### src/rtl/alu_pkg.sv
// rtl/alu_pkg.sv - shared opcodes, instruction field layout and FSM states for the ALU issue path
package alu_pkg;

  localparam logic [2:0] FS_ADD  = 3'b000;
  localparam logic [2:0] FS_SUB  = 3'b001;
  localparam logic [2:0] FS_AND  = 3'b010;
  localparam logic [2:0] FS_OR   = 3'b011;
  localparam logic [2:0] FS_XOR  = 3'b100;
  localparam logic [2:0] FS_SLT  = 3'b101;
  localparam logic [2:0] OP_RSVD = 3'b110;
  localparam logic [2:0] OP_LDI  = 3'b111;

  localparam int OP_LO  = 13;
  localparam int RD_LO  = 10;
  localparam int RA_LO  = 7;
  localparam int RB_LO  = 4;
  localparam int IMM_W  = 10;
  localparam int REG_AW = 3;

  typedef enum logic [1:0] {
    ST_IDLE = 2'd0,
    ST_EXEC = 2'd1,
    ST_DONE = 2'd2
  } state_t;

  function automatic logic [2:0] instr_op(input logic [15:0] instr);
    return instr[OP_LO +: 3];
  endfunction

  function automatic logic [REG_AW-1:0] instr_rd(input logic [15:0] instr);
    return instr[RD_LO +: REG_AW];
  endfunction

  function automatic logic [REG_AW-1:0] instr_ra(input logic [15:0] instr);
    return instr[RA_LO +: REG_AW];
  endfunction

  function automatic logic [REG_AW-1:0] instr_rb(input logic [15:0] instr);
    return instr[RB_LO +: REG_AW];
  endfunction

  function automatic logic [IMM_W-1:0] instr_imm(input logic [15:0] instr);
    return instr[IMM_W-1:0];
  endfunction

endpackage

### src/rtl/alu_regfile.sv
// rtl/alu_regfile.sv - register file, two async read ports, one sync write port, r0 hardwired to zero
module alu_regfile
  import alu_pkg::*;
#(
  parameter int DATA_W = 16,
  parameter int NREGS  = 8
) (
  input  logic              clk,
  input  logic              rst,
  input  logic [REG_AW-1:0] raddr_a,
  input  logic [REG_AW-1:0] raddr_b,
  output logic [DATA_W-1:0] rdata_a,
  output logic [DATA_W-1:0] rdata_b,
  input  logic              we,
  input  logic [REG_AW-1:0] waddr,
  input  logic [DATA_W-1:0] wdata
);

  logic [NREGS-1:0][DATA_W-1:0] mem_q;
  logic [NREGS-1:0][DATA_W-1:0] mem_d;

  always_comb begin
    mem_d = mem_q;
    if (we && (waddr != '0)) begin
      mem_d[waddr] = wdata;
    end
    // r0 is never stored, so it stays zero regardless of write traffic
    mem_d[0] = '0;
  end

  always_ff @(posedge clk) begin
    if (rst) begin
      mem_q <= '0;
    end else begin
      mem_q <= mem_d;
    end
  end

  assign rdata_a = (raddr_a == '0) ? '0 : mem_q[raddr_a];
  assign rdata_b = (raddr_b == '0) ? '0 : mem_q[raddr_b];

endmodule

### src/rtl/alu_issue_ctrl.sv
// rtl/alu_issue_ctrl.sv - accepts instructions, drives the external ALU and writes its result back
module alu_issue_ctrl
  import alu_pkg::*;
#(
  parameter int DATA_W = 16,
  parameter int NREGS  = 8
) (
  input  logic              clk,
  input  logic              rst,
  input  logic [15:0]       instr,
  input  logic              instr_valid,
  output logic              instr_ready,
  output logic [2:0]        alu_fs,
  output logic [DATA_W-1:0] alu_a,
  output logic [DATA_W-1:0] alu_b,
  input  logic [DATA_W-1:0] alu_out,
  input  logic              alu_zero,
  output logic              done,
  output logic [DATA_W-1:0] result,
  output logic              zero,
  output logic              err
);

  state_t              state_q, state_d;
  logic [2:0]          alu_fs_q, alu_fs_d;
  logic [DATA_W-1:0]   alu_a_q, alu_a_d;
  logic [DATA_W-1:0]   alu_b_q, alu_b_d;
  logic [REG_AW-1:0]   rd_q, rd_d;
  logic [IMM_W-1:0]    imm_q, imm_d;
  logic [DATA_W-1:0]   result_q, result_d;
  logic                zero_q, zero_d;
  logic                err_q, err_d;

  logic [DATA_W-1:0]   rdata_a, rdata_b;
  logic                rf_we;
  logic [DATA_W-1:0]   rf_wdata;
  logic [DATA_W-1:0]   imm_sext;

  alu_regfile #(
    .DATA_W (DATA_W),
    .NREGS  (NREGS)
  ) u_regfile (
    .clk     (clk),
    .rst     (rst),
    .raddr_a (instr_ra(instr)),
    .raddr_b (instr_rb(instr)),
    .rdata_a (rdata_a),
    .rdata_b (rdata_b),
    .we      (rf_we),
    .waddr   (rd_q),
    .wdata   (rf_wdata)
  );

  assign imm_sext = {{(DATA_W-IMM_W){imm_q[IMM_W-1]}}, imm_q};

  always_comb begin
    state_d  = state_q;
    alu_fs_d = alu_fs_q;
    alu_a_d  = alu_a_q;
    alu_b_d  = alu_b_q;
    rd_d     = rd_q;
    imm_d    = imm_q;
    result_d = result_q;
    zero_d   = zero_q;
    err_d    = err_q;
    rf_we    = 1'b0;
    rf_wdata = alu_out;

    unique case (state_q)
      ST_IDLE: begin
        // Operands are captured here, so rd==ra/rb sees the pre-write value
        if (instr_valid) begin
          alu_fs_d = instr_op(instr);
          alu_a_d  = rdata_a;
          alu_b_d  = rdata_b;
          rd_d     = instr_rd(instr);
          imm_d    = instr_imm(instr);
          state_d  = ST_EXEC;
        end
      end
      ST_EXEC: begin
        state_d = ST_DONE;
        err_d   = (alu_fs_q == OP_RSVD);
        if (alu_fs_q == OP_LDI) begin
          rf_we    = 1'b1;
          rf_wdata = imm_sext;
          result_d = imm_sext;
          zero_d   = (imm_q == '0);
        end else if (alu_fs_q != OP_RSVD) begin
          rf_we    = 1'b1;
          rf_wdata = alu_out;
          result_d = alu_out;
          zero_d   = alu_zero;
        end
      end
      ST_DONE: begin
        state_d = ST_IDLE;
      end
      default: begin
        state_d = ST_IDLE;
      end
    endcase
  end

  always_ff @(posedge clk) begin
    if (rst) begin
      state_q  <= ST_IDLE;
      alu_fs_q <= FS_ADD;
      alu_a_q  <= '0;
      alu_b_q  <= '0;
      rd_q     <= '0;
      imm_q    <= '0;
      result_q <= '0;
      zero_q   <= 1'b0;
      err_q    <= 1'b0;
    end else begin
      state_q  <= state_d;
      alu_fs_q <= alu_fs_d;
      alu_a_q  <= alu_a_d;
      alu_b_q  <= alu_b_d;
      rd_q     <= rd_d;
      imm_q    <= imm_d;
      result_q <= result_d;
      zero_q   <= zero_d;
      err_q    <= err_d;
    end
  end

  assign instr_ready = (state_q == ST_IDLE);
  assign done        = (state_q == ST_DONE);
  assign alu_fs      = alu_fs_q;
  assign alu_a       = alu_a_q;
  assign alu_b       = alu_b_q;
  assign result      = result_q;
  assign zero        = zero_q;
  assign err         = err_q;

endmodule

### config.mk
export PLATFORM = sky130hd
export DESIGN_NAME = alu_issue_ctrl
export DESIGN_NICKNAME = d
export VERILOG_FILES = /design/src/rtl/alu_pkg.sv /design/src/rtl/alu_regfile.sv /design/src/rtl/alu_issue_ctrl.sv
export SDC_FILE = /design/constraint.sdc
export NUM_CORES = 1
export LEC_CHECK = 0
export CAP_MARGIN = 10
export CORE_MARGIN = 4
export CORE_UTILIZATION = 33
export CTS_CLUSTER_DIAMETER = 60
export CTS_CLUSTER_SIZE = 40
export DETAILED_ROUTE_END_ITERATION = 6
export HOLD_SLACK_MARGIN = 0.15
export PLACE_DENSITY = 0.49
export SLEW_MARGIN = 20
export SYNTH_ARGS = -nofsm -noshare
export SYNTH_HDL_FRONTEND = slang
export SYNTH_HIERARCHICAL = 1
export SYNTH_SLANG_ARGS = --single-unit
### constraint.sdc
create_clock -name clk -period 4 [get_ports clk]
set_clock_uncertainty 0.15 [all_clocks]
set_input_delay 0.6 -clock clk [delete_from_list [all_inputs] [get_ports clk]]
set_output_delay 0.6 -clock clk [all_outputs]
set_load 0.1 [all_outputs]
=== Word-level counts from Yosys, hierarchy flattened ===
Index checks and enable logic that the tools add are counted.

* Eq/ne operators: 6
* Reductions and logical operators: 10
* Muxes and demuxes: 20
* $lt $le $gt $ge: 4

{| class="wikitable"
|+ Operators with widths
! kind !! count
|-
| 16-bit two-way mux || 9
|-
| 128-bit bitwise mux || 1
|-
| 16-bit binary-select mux with 3-bit select || 2
|-
| 16-bit demux with 3-bit select || 1
|-
| 3-bit by 4-bit less-than comparator with 1-bit output (second input constant) || 3
|-
| 10-bit zero test || 1
|-
| 3-bit == test (second input constant) || 2
|-
| 3-bit zero test || 2
|-
| 1-bit two-way mux || 5
|-
| 2-bit one-hot mux with 2 select lines || 1
|-
| 2-bit AND reduction || 2
|-
| 3-bit by 1-bit greater-or-equal comparator with 1-bit output (second input constant) || 1
|-
| 3-bit inequality test (second input constant) || 1
|-
| 3-bit nonzero test || 1
|-
| 2-bit by 1-bit == test with 1-bit output (second input constant) || 1
|-
| 2-bit == test (second input constant) || 1
|-
| 1-bit logical AND || 2
|-
| 2-bit zero test || 1
|-
| 2-bit two-way mux || 1
|-
| 2-bit inequality test (second input constant) || 1
|-
| 2-bit nonzero test || 1
|}

* Bits in registers: 180
* Bits of input ports: 36
* Word-level logic and storage cells: 56
* Output and inout bits: 55

=== Logic depth before layout (Yosys ltp) ===
Gate-level depths: netlist of the first run.

* Depth in word-level cells: 5
* Mapped depth: 8
* Mapped depth without buffers: 5

=== Cells and area by module ===
The synthesis of the first run kept the hierarchy.

{| class="wikitable"
|+ Modules (own cells, without submodules)
! module !! seq. area each (sq um) !! area an instance (sq um) !! cells an instance !! instances
|-
| alu_regfile || 2242.2 || 6332.3 || 700 || 1
|-
| alu_issue_ctrl || 1361.3 || 2721.4 || 255 || 1
|}

=== Worst setup path after synthesis of the first run ===
OpenSTA, ideal clock, no wires.

* Path kind: reg-to-reg
* Start point: reg alu_fs_q[1] (netlist: alu_fs[1])
* End point: reg u_regfile/mem_q[40] in the netlist's numbering
* Slack: 1.395 ns
* Cell stages (with the launch flop): 8
* Clock period less this slack: 2.605 ns
* Library setup time: 0.143 ns
* Buffers on the path: 2
* Required time: 3.707 ns
* Arrival: 2.312 ns
* Cell sequence: dfxtp_1 -> nand3_4 -> or2_1 -> buf_6 -> buf_6 -> mux2_4 -> nand2_1 -> a21oi_2

* Elaborated cells between the ends (all ways): 9
* Classes of those cells: eq/ne: 2; mux: 6; reduce/logical: 1

{| class="wikitable"
|+ RTL lines
! what !! line !! text
|-
| from (decl) || alu_issue_ctrl.sv:25 || <nowiki>logic [2:0] alu_fs_q, alu_fs_d;</nowiki>
|-
| from (signal assigned) || alu_issue_ctrl.sv:118 || <nowiki>alu_fs_q <= alu_fs_d;</nowiki>
|-
| 3-bit == test || alu_issue_ctrl.sv:84 || <nowiki>if (alu_fs_q == OP_LDI) begin</nowiki>
|-
| 16-bit two-way mux || alu_issue_ctrl.sv:84 ||
|-
| 16-bit two-way mux || alu_issue_ctrl.sv:69 || <nowiki>unique case (state_q)</nowiki>
|-
| named net rf_wdata[8] || alu_issue_ctrl.sv:36 || <nowiki>logic [DATA_W-1:0] rf_wdata;</nowiki>
|-
| 128-bit bitwise mux || alu_regfile.sv:25 || <nowiki>mem_d[waddr] = wdata;</nowiki>
|-
| to (signal assigned) || alu_regfile.sv:35 || <nowiki>mem_q <= mem_d;</nowiki>
|-
| to (decl) || alu_regfile.sv:19 || <nowiki>logic [NREGS-1:0][DATA_W-1:0] mem_q;</nowiki>
|}

The timed path passes the listed nets, and every way through them passes these cells.
A chain may end at the register's enable or synchronous reset.

=== Worst setup path in the final report of the first run ===
* Start point: reg state_q[1]
* End point: out done

* Word-level cells in the longest chain between the ends: 1

{| class="wikitable"
|+ Ends and longest elaborated chain
! what !! line !! text
|-
| from (decl) || alu_issue_ctrl.sv:24 || <nowiki>state_t state_q, state_d;</nowiki>
|-
| from (signal assigned) || alu_issue_ctrl.sv:117 || <nowiki>state_q <= state_d;</nowiki>
|-
| 2-bit == test || alu_issue_ctrl.sv:130 || <nowiki>assign done = (state_q == ST_DONE);</nowiki>
|-
| to (decl) || alu_issue_ctrl.sv:18 || <nowiki>output logic done,</nowiki>
|}

Every way passes these cells.

==> impl_metrics.yaml, run 1 <==
setup_path:
  r2r_slack_ns: 1.56
  end_kind: "output pin"
  r2r-start: "alu_fs[0]$_SDFFE_PP0P_"
  reg2regPathDepth: 6
  slowest_delay_ns: 1.14
  crit_buf_inv: 1
  worstSetupStartpointType: "flip-flop"
  reg2reg_to: "u_regfile/mem_q[19]$_SDFFE_PP0P_"
  critPathTopFamily: "buffers and inverters"
  cp_slowest_cell: "clkdlybuf4s50_1"
  crit_chain: "nor2b_1, clkdlybuf4s50_1"
  worstPathArrival_ns: 2.17
  critPathRequiredTime_ns: 3.25
  crit_type: "reg -> out"
  crit_path_max_fanout: 6
worst_hold_path:
  worstHoldPathType: "reg -> reg"
  worst_hold_path.endpoint: "result[1]$_SDFFE_PP0P_"
  hold_start: "result[1]$_SDFFE_PP0P_"
  holdPathStages: 1
cells_and_area:
  final_layout_size_suffix_gt1_share_pct: 16.58
  antenna_cells: 0
  layout_common_cells: "226 x nand2_1, 180 x dfxtp_1, 121 x mux2i_1"
  nNetsFinal: 1042
  area_growth_pct: 16.80
  final_common_cell: "nand2_1"
  design_area_sq_um: 10580
power:
  leakage_nw: 3.916
  p_per_area_nw_per_um2: 400.7
  vdd_drop_max_uv: 269.4
logic_synthesis:
  synth_top_family_by_area: "multiplexers"
  synth_edf_count: 0
  synth_compound_area_share_pct: 18.95
  synth_cells: 955
  synth_ff_type: "dfxtp_1"
  yosys_warnings: 6
  ys_seq_elements: 180
  synthSimpleGateAreaFrac_pct: 15.09
  synth-async-reset-ratio_pct: 0
  synth_area_per_cell_sq_um: 9.480
  syn-num-nets: 991
  synth_mux_area_share_pct: 19.02
  ys_seq_area_share_pct: 39.80
  netlist-cell-type-count: 43
  synthAdderAreaFrac_pct: 0
  synth_xor_area_share_pct: 0
  syn_area_sq_um: 9054
timing:
  tightest_slew_ns: 1.028
  fmax_mhz: 342.2
  final.setup.tns_ns: 0
  finalHoldViolations: 0
  slew_viol_final: 0
  whs_ns: 0.3118
  relSlewSlack_pct: 31.27
  rsz0062_at_grt: "no"
  min_period_ns: 2.922
  post-route-period-util_pct: 73.06
  setup_viol: 0
clock_network:
  clkTransAtPathRegs_ns: 0.07
  clkLatencyLatePin_ns: 0.43
  cts_setup_buffers: 0
  htree_levels: 4
  clock-sinks: 180
  hold_buffers: 0
  post_cts_resized: 0
  numCtsBuffers: 17
  cts_buffer_depth: 2
  cts_root_buf: "clkbuf_16"
  cts_tree: "built"
detailed_routing:
  ant_nets: 0
  vias: 7383
  drt-total-wl_mm: 31.31
  vias_per_cell: 5.429
  initialDrtViolationCount: 663
  wl_per_cell_um: 23.02
  drtPass1Iterations: 6
  drc: 0
run_status:
  outcome: "completed"
die:
  placeableCoreArea_sq_um: 26950
  num_io_pins: 91
  dieArea_sq_um: 30150
  die_w_um: 173.6
  rows: 60
  die_y_um: 173.6
  start_util_pct: 33.59
placement:
  hpwlAfterDp_mm: 19.83
  place_area_sq_um: 9998
  port-buffer-count: 90
  finalWeightedCongestion: 0.8227
global_route:
  grt_use_met3_pct: 3.446
  use_met1_pct: 29.18
  grt_pass1_wl_mm: 46.73
  antenna_found_initial: 1
  overflow: 0
  track_usage_pct: 20.23
  grt_util_met2_pct: 30.53
  first_global_vias: 7085
  grt_start_max_net_pins: 112
  grt-busiest-layer: "met2"
run:
  maxCapViolCount: 0
-- worst reg2reg max path, stage by stage, from the launching register on --
cell and delay (ns):
dfxtp_1 0.47, and3b_1 0.23, nor2_1 0.10, buf_4 0.23, and4bb_1 0.85, nand2_1 0.16
a21oi_1 0.17
-- power by group --
group | total [mW] | switching [mW] | internal, mW
clock | 1.67 | 0.770 | 0.900
combinational | 0.682 | 0.474 | 0.208
sequential | 1.88 | 0.0484 | 1.84
-- logic make-up (layout without fill, tap and decap cells) --
| group | Yosys count | count (layout) |
|---|---|---|
| buffers and inverters | 90 | 154 |
| multiplexers | 162 | 162 |
| AO/OA/AOI/OAI | 211 | 211 |
| AND/OR/NAND/NOR | 312 | 312 |
| flip-flops | 180 | 180 |
-- per-stage QoR --
step	utilization [%]	cells	total power, mW	setup slack (ns)
floorplan	-	955	2.406	1.395
global placement	37.09	1328	2.603	0.8194
detailed placement	37.10	1328	2.605	0.7967
CTS	39.24	1360	4.266	1.057
global route	39.24	1360	4.370	1.036
finish	39.24	1360	4.237	1.078
-- synthesized netlist by cell type (6+ instances only) --
master | number | area (sq um)
nand2_1 | 226 | 848.3
dfxtp_1 | 180 | 3603
mux2i_1 | 121 | 1211
a21oi_1 | 101 | 505.5
nor2_1 | 51 | 191.4
a221oi_2 | 41 | 615.6
a221oi_1 | 23 | 201.4
clkbuf_1 | 23 | 86.33
a21oi_2 | 21 | 183.9
buf_2 | 20 | 100.1
buf_6 | 20 | 225.2
mux2_2 | 20 | 225.2
buf_4 | 17 | 127.6
o2bb2ai_1 | 16 | 140.1
mux2_4 | 13 | 195.2
mux2_1 | 8 | 90.09
a21o_1 | 7 | 52.55
nor2b_1 | 6 | 37.54
-- per-layer routing --
| layer | up-vias | share of wire, % | routed length, um |
|---|---|---|---|
| li1 | 3495 | - | - |
| met1 | 3592 | 48 | 14870 |
| met2 | 252 | 44 | 13780 |
| met3 | 44 | 6.2 | 1932 |
| met4 | 0 | 2.3 | 724 |
| met5 | - | 0 | 0 |
-- worst max path at each step --
stage,start,cells after the start,slack [ns],to
2_1_floorplan,alu_fs[1]$_SDFFE_PP0P_,7,1.40,u_regfile/mem_q[40]$_SDFFE_PP0P_
3_3_place_gp,instr[7],8,0.82,alu_a[14]$_SDFFE_PP0P_
3_5_place_dp,instr[7],8,0.80,alu_a[14]$_SDFFE_PP0P_
4_1_cts,state_q[1]$_SDFFE_PP0P_,2,1.06,done
5_1_grt,state_q[1]$_SDFFE_PP0P_,2,1.04,done
6_report,state_q[1]$_SDFFE_PP0P_,2,1.08,done
-- registers in the layout, summed over array words and instances (netlist names) --
name             cells
rd_q                 3
state_q              2
imm_q               10
result              16
alu_b               16
alu_a               16
alu_fs               3
err                  1
zero                 1
u_regfile/mem_q    112
-- area by class of cell --
type	instances	area, sq um
Timing Repair Buffer	121	1150
Clock buffer	19	452.9
Sequential cell	180	3603
Inverter	1	3.754
Fill cell	2665	16380
Multi-Input combinational cell	685	4815
Clock inverter	13	123.9
Tap cell	341	426.7
(Power assumes the default switching activity.)
==> inputs of run 2 (changes only) <==
--- a/config.mk
+++ b/config.mk
@@ -12,7 +12,7 @@
 export CTS_CLUSTER_SIZE = 40
 export DETAILED_ROUTE_END_ITERATION = 6
 export HOLD_SLACK_MARGIN = 0.15
-export PLACE_DENSITY = 0.49
+export PLACE_DENSITY = 0.51
 export SLEW_MARGIN = 20
 export SYNTH_ARGS = -nofsm -noshare
 export SYNTH_HDL_FRONTEND = slang
==> constraint.sdc (replaced) <==
create_clock -name clk -period 2.5 [get_ports clk]
set_clock_uncertainty 0.15 [all_clocks]
set_input_delay 0.375 -clock clk [delete_from_list [all_inputs] [get_ports clk]]
set_output_delay 0.375 -clock clk [all_outputs]
set_load 0.1 [all_outputs]
==> run 2 against run 1 <==
- total power rose by 64%
- via count fell by 1.1%
- sequential power rose by 60%
- count of clock-buffer cells in the layout fell by 1
- hold slack got worse by 0.10 ns
- combinational power rose by 61%
- routed wire length fell by 4.8%
- largest power group unchanged
==> impl_metrics.yaml, run 2 (same netlist as run 1, synthesis figures left out) <==
run_status:
  outcome: "completed"
timing:
  post-route-period-util_pct: 81.00
  relSlewSlack_pct: 52.18
  setup_viol: 0
  min_period_ns: 2.025
  tightest_slew_ns: 0.7163
  fmax_mhz: 493.8
  final.setup.tns_ns: 0
  rsz0062_at_grt: "no"
  slew_viol_final: 0
  finalHoldViolations: 0
global_route:
  track_usage_pct: 19.28
  grt_start_max_net_pins: 119
  first_global_vias: 7069
  grt_pass1_wl_mm: 44.82
  antenna_found_initial: 0
  overflow: 0
die:
  placeableCoreArea_sq_um: 26950
  num_io_pins: 91
  die_y_um: 173.6
  die_w_um: 173.6
  rows: 60
  dieArea_sq_um: 30150
  start_util_pct: 33.59
cells_and_area:
  antenna_cells: 0
  area_growth_pct: 18.78
  final_layout_size_suffix_gt1_share_pct: 23.53
  top_register: "u_regfile/mem_q"
  largest_register_ffs: 112
  final_common_cell: "nand2_1"
  nNetsFinal: 1060
  layout_common_cells: "226 x nand2_1, 177 x dfxtp_1, 121 x mux2i_1"
placement:
  hpwlAfterDp_mm: 19.14
  port-buffer-count: 90
  finalWeightedCongestion: 0.7971
clock_network:
  clkTransAtPathRegs_ns: 0.07
  numCtsBuffers: 17
  clock-sinks: 180
  cts_setup_buffers: 0
  htree_levels: 4
  clkLatencyLatePin_ns: 0.43
  cts_tree: "built"
  cts_buffer_depth: 2
  cts_root_buf: "clkbuf_16"
detailed_routing:
  vias: 7303
  wl_per_cell_um: 21.62
  initialDrtViolationCount: 565
  drt-total-wl_mm: 29.80
  ant_nets: 0
  vias_per_cell: 5.300
  drc: 0
  drtPass1Iterations: 5
setup_path:
  worstSetupStartpointType: "flip-flop"
  worstPathArrival_ns: 2.19
  critPathRequiredTime_ns: 2.66
  end_kind: "flip-flop"
  crit_path_max_fanout: 14
  crit_type: "reg -> reg"
worst_hold_path:
  worstHoldPathType: "in -> reg"
power:
  leakage_nw: 4.158
  p_per_area_nw_per_um2: 645.7
  power.total_mw: 6.944
  vdd_drop_max_uv: 415.4
run:
  maxCapViolCount: 0
run 2: final cells by class:
type                    count  area (sq um)
clock inverters            14         175.2
repair buffers            139          1287
clock buffers              18         439.2
well taps                 341         426.7
inverters                   1         3.754
flip-flops and latches    180          3607
multi-input cells         685          4815
fillers                  2671         16200
run 2: per-layer routing:
| metal | GRT usage (%) | share of wire, % | wire length, um |
|---|---|---|---|
| met3 | 3.162 | 5.3 | 1590 |
| met2 | 30.27 | 45 | 13290 |
| met4 | 5.048 | 1.4 | 429 |
| met1 | 27.62 | 49 | 14490 |
| met5 | 0 | 0 | 0 |
run 2: path summary, 6_finish.rpt:
kind                      startpoint                          endpoint  slack, ns  depth (start not counted)
max          state_q[0]$_SDFFE_PP0P_  u_regfile/mem_q[49]$_SDFFE_PP0P_       0.48                          7
min                         instr[8]             imm_q[8]$_SDFFE_PP0P_       0.21                          3
max reg2reg  state_q[0]$_SDFFE_PP0P_  u_regfile/mem_q[49]$_SDFFE_PP0P_       0.48                          7
min reg2reg  result[12]$_SDFFE_PP0P_           result[12]$_SDFFE_PP0P_       0.32                          1
run 2: report_power, final:
part           leakage (nW)  internal (mW)  switching (mW)  total, mW
logic                  2.41          0.345           0.756       1.10
clock network         0.293           1.61            1.22       2.83
registers              1.46           2.94          0.0756       3.01
run 2: repair_timing:
action,in CTS,in global routing
hold buffers,1,0
gates resized for setup,0,0
endpoints found under the hold margin,22,0
run 2: critical path, stage by stage, from the launching register on:
cell and delay (ns):
dfxtp_1 0.45, nand2b_1 0.15, or2_1 0.30, buf_4 0.21, buf_4 0.15, mux2_4 0.35, nand2_1 0.08, a21oi_1 0.05
run 2: stage by stage:
stage / hold WS [ns] / std cells / cell area (sq um) / setup WS, ns / utilization (%)
floorplan: 0.2924 / 955 / 9057 / 0.2212 / -
global placement: 0.3023 / 1345 / 10130 / 0.08627 / 37.59
detailed placement: 0.3001 / 1345 / 10130 / 0.08473 / 37.59
CTS: 0.1961 / 1378 / 10750 / 0.4770 / 39.90
global route: 0.2259 / 1378 / 10750 / 0.3918 / 39.90
finish: 0.2122 / 1378 / 10750 / 0.4751 / 39.90
==> inputs of run 3 (changes only) <==
==> constraint.sdc (replaced) <==
create_clock -name clk -period 1.6 [get_ports clk]
set_clock_uncertainty 0.15 [all_clocks]
set_input_delay 0.24 -clock clk [delete_from_list [all_inputs] [get_ports clk]]
set_output_delay 0.24 -clock clk [all_outputs]
set_load 0.1 [all_outputs]
==> run 3 against run 2 <==
- the run now ends with setup timing left
- clock power up 48%
- flip-flop and latch count stayed put
- fmax is 10% higher
- worst setup slack got worse by 0.72 ns
- register-to-register slack lost 0.72 ns
- core utilization up 6.0 points
- first-iteration DRC count increased by 7.6%
- critical endpoint is now u_regfile/mem_q[20]$_SDFFE_PP0P_
- largest power group unchanged
==> impl_metrics.yaml, run 3 (same netlist as run 1, synthesis figures left out) <==
run:
  maxCapViolCount: 0
timing:
  rsz0062_at_grt: "yes"
  finalWorstSetupSlack_ns: -0.2414
  finalHoldViolations: 0
  relSlewSlack_pct: 68.12
  fmax_mhz: 543.1
  final.setup.tns_ns: -21.64
  setup_viol: 117
  min_period_ns: 1.841
  whs_ns: 0.2609
  post-route-period-util_pct: 115.1
  tightest_slew_ns: 0.4783
  slew_viol_final: 0
cells_and_area:
  final_layout_size_suffix_gt1_share_pct: 30.38
  fillCellCount: 2520
  final_util_pct: 45.91
  nNetsFinal: 1116
  largest_register_ffs: 112
  fin_cells: 1435
  final_common_cell: "nand2_1"
  area_growth_pct: 36.65
  multi_input_comb_area_sq_um: 4940
  top_register: "u_regfile/mem_q"
  layout_common_cells: "214 x nand2_1, 174 x dfxtp_1, 119 x mux2i_1"
  seq_area_sq_um: 3618
die:
  num_io_pins: 91
  start_util_pct: 33.59
  dieArea_sq_um: 30150
  die_y_um: 173.6
  die_w_um: 173.6
  rows: 60
  placeableCoreArea_sq_um: 26950
setup_path:
  r2r-start: "alu_fs[0]$_SDFFE_PP0P_"
  reg2regPathDepth: 7
  end_kind: "flip-flop"
  worstPathArrival_ns: 2.06
  cp_slowest_cell: "dfxtp_4"
  r2r_slack_ns: -0.24
  crit_type: "reg -> reg"
  critPathRequiredTime_ns: 1.82
  slowest_delay_ns: 0.38
  reg2reg_to: "u_regfile/mem_q[20]$_SDFFE_PP0P_"
  crit_chain: "and3b_1, nor2_2, buf_12, and4bb_4, clkbuf_16, nand2_1, a21oi_1"
  crit_buf_inv: 2
  worstSetupStartpointType: "flip-flop"
  crit_path_max_fanout: 13
  critPathTopFamily: "simple AND/OR/NAND/NOR gates"
worst_hold_path:
  worst_hold_path.endpoint: "imm_q[8]$_SDFFE_PP0P_"
  worstHoldPathType: "in -> reg"
  hold_start: "instr[8]"
  holdPathStages: 4
clock_network:
  clock-sinks: 180
  cts_buffer_depth: 2
  clkLatencyLatePin_ns: 0.43
  clkTransAtPathRegs_ns: 0.07
  numCtsBuffers: 17
  cts_root_buf: "clkbuf_16"
  cts_tree: "built"
  htree_levels: 4
detailed_routing:
  wl_per_cell_um: 22.55
  drtPass1Iterations: 5
  vias: 7753
  initialDrtViolationCount: 608
  ant_nets: 0
  vias_per_cell: 5.403
  drt-total-wl_mm: 32.36
  drc: 0
power:
  clkPwrFrac_pct: 37.6
  power.total_mw: 11.11
  power_switching_mw: 3.410
  combPwrFrac_pct: 19.9
  seqPwrFrac_pct: 42.5
  switching_share_pct: 30.71
  p_per_area_nw_per_um2: 897.6
  leakage_nw: 4.774
  p_int_mw: 7.695
  vdd_drop_max_uv: 780.1
global_route:
  overflow: 0
  antenna_found_initial: 0
  track_usage_pct: 20.54
  grt_start_max_net_pins: 88
  first_global_vias: 7478
  grt_pass1_wl_mm: 47.55
run_status:
  outcome: "finished, violations left"
  violations: "setup timing"
placement:
  post-place-cells: 1393
  port-buffer-count: 90
  finalWeightedCongestion: 0.8423
  hpwlAfterDp_mm: 20.94
[run 3: cell types whose count changed in the layout (fill, tap and decap cells not counted), sizes merged]
cell           delta
buf              +51
bufbuf            +1
bufinv            -2
clkbuf            +3
clkdlybuf4s15     +1
clkdlybuf4s50     -3
clkinv            -3
diode             +1
dlygate4sd2       +1
dlymetal6s2s      +1
inv               +6
[run 3: layer usage]
metal  GRT usage [%]  vias up  part of all wire, %
met5               0        -                    0
met4           6.697        0                  2.9
met3           4.231       60                  6.5
met2           32.77      272                   46
met1           27.89     3774                   45
li1                -     3647                    -
[run 3: through the flow]
stage	area (sq um)	setup slack, ns
5_1_grt	12370	-0.3235
4_1_cts	12180	-0.2032
3_3_place_gp	11500	-0.6124
6_report	12370	-0.2414
2_1_floorplan	9120	-0.3904
3_5_place_dp	11500	-0.6340
[run 3: worst max-delay path by stage]
stage	depth (start not counted)	slack, ns	startpoint	to
2_1_floorplan	7	-0.39	alu_fs[1]$_SDFFE_PP0P_	u_regfile/mem_q[40]$_SDFFE_PP0P_
3_3_place_gp	7	-0.61	instr[7]	alu_a[3]$_SDFFE_PP0P_
3_5_place_dp	8	-0.63	instr[7]	alu_a[15]$_SDFFE_PP0P_
4_1_cts	7	-0.20	alu_fs[0]$_SDFFE_PP0P_	u_regfile/mem_q[83]$_SDFFE_PP0P_
5_1_grt	7	-0.32	alu_fs[0]$_SDFFE_PP0P_	u_regfile/mem_q[30]$_SDFFE_PP0P_
6_report	7	-0.24	alu_fs[0]$_SDFFE_PP0P_	u_regfile/mem_q[20]$_SDFFE_PP0P_
[run 3: area by class of cell]
cell class	instances	share of cell area, %
antenna	1	0.02023
clock buffer	17	3.439
clock inverter	15	1.173
inverter	1	0.03034
multi-input combinational	685	39.93
sequential	180	29.25
tap	341	3.449
timing repair buffer	195	22.71
[run 3: worst register-to-register path, delay by kind of cell (launching register included)]
family / cells / cell delay, ns
DFF: 1 / 0.38
buffers and inverters: 2 / 0.35
AOI/OAI and AO/OA: 1 / 0.13
and+or+nand+nor: 4 / 0.77
[run 3: power groups by stage]
stage	sequential, mW	combinational [mW]	clock [mW]
after CTS	4.72	2.15	4.23
after floorplan	5.27	0.755	0
after global placement	4.82	2.11	0
final	4.72	2.21	4.18
after detailed placement	4.82	2.12	0
after global routing	4.73	2.29	4.43
[run 3: what timing repair did]
action	CTS	global route
hold buffers	1	0
buffers inserted	0	4
endpoints found under the hold margin	8	0
setup endpoints to repair	147	143
resized for setup	20	20
pin swaps	1	6
gates cloned	1	4
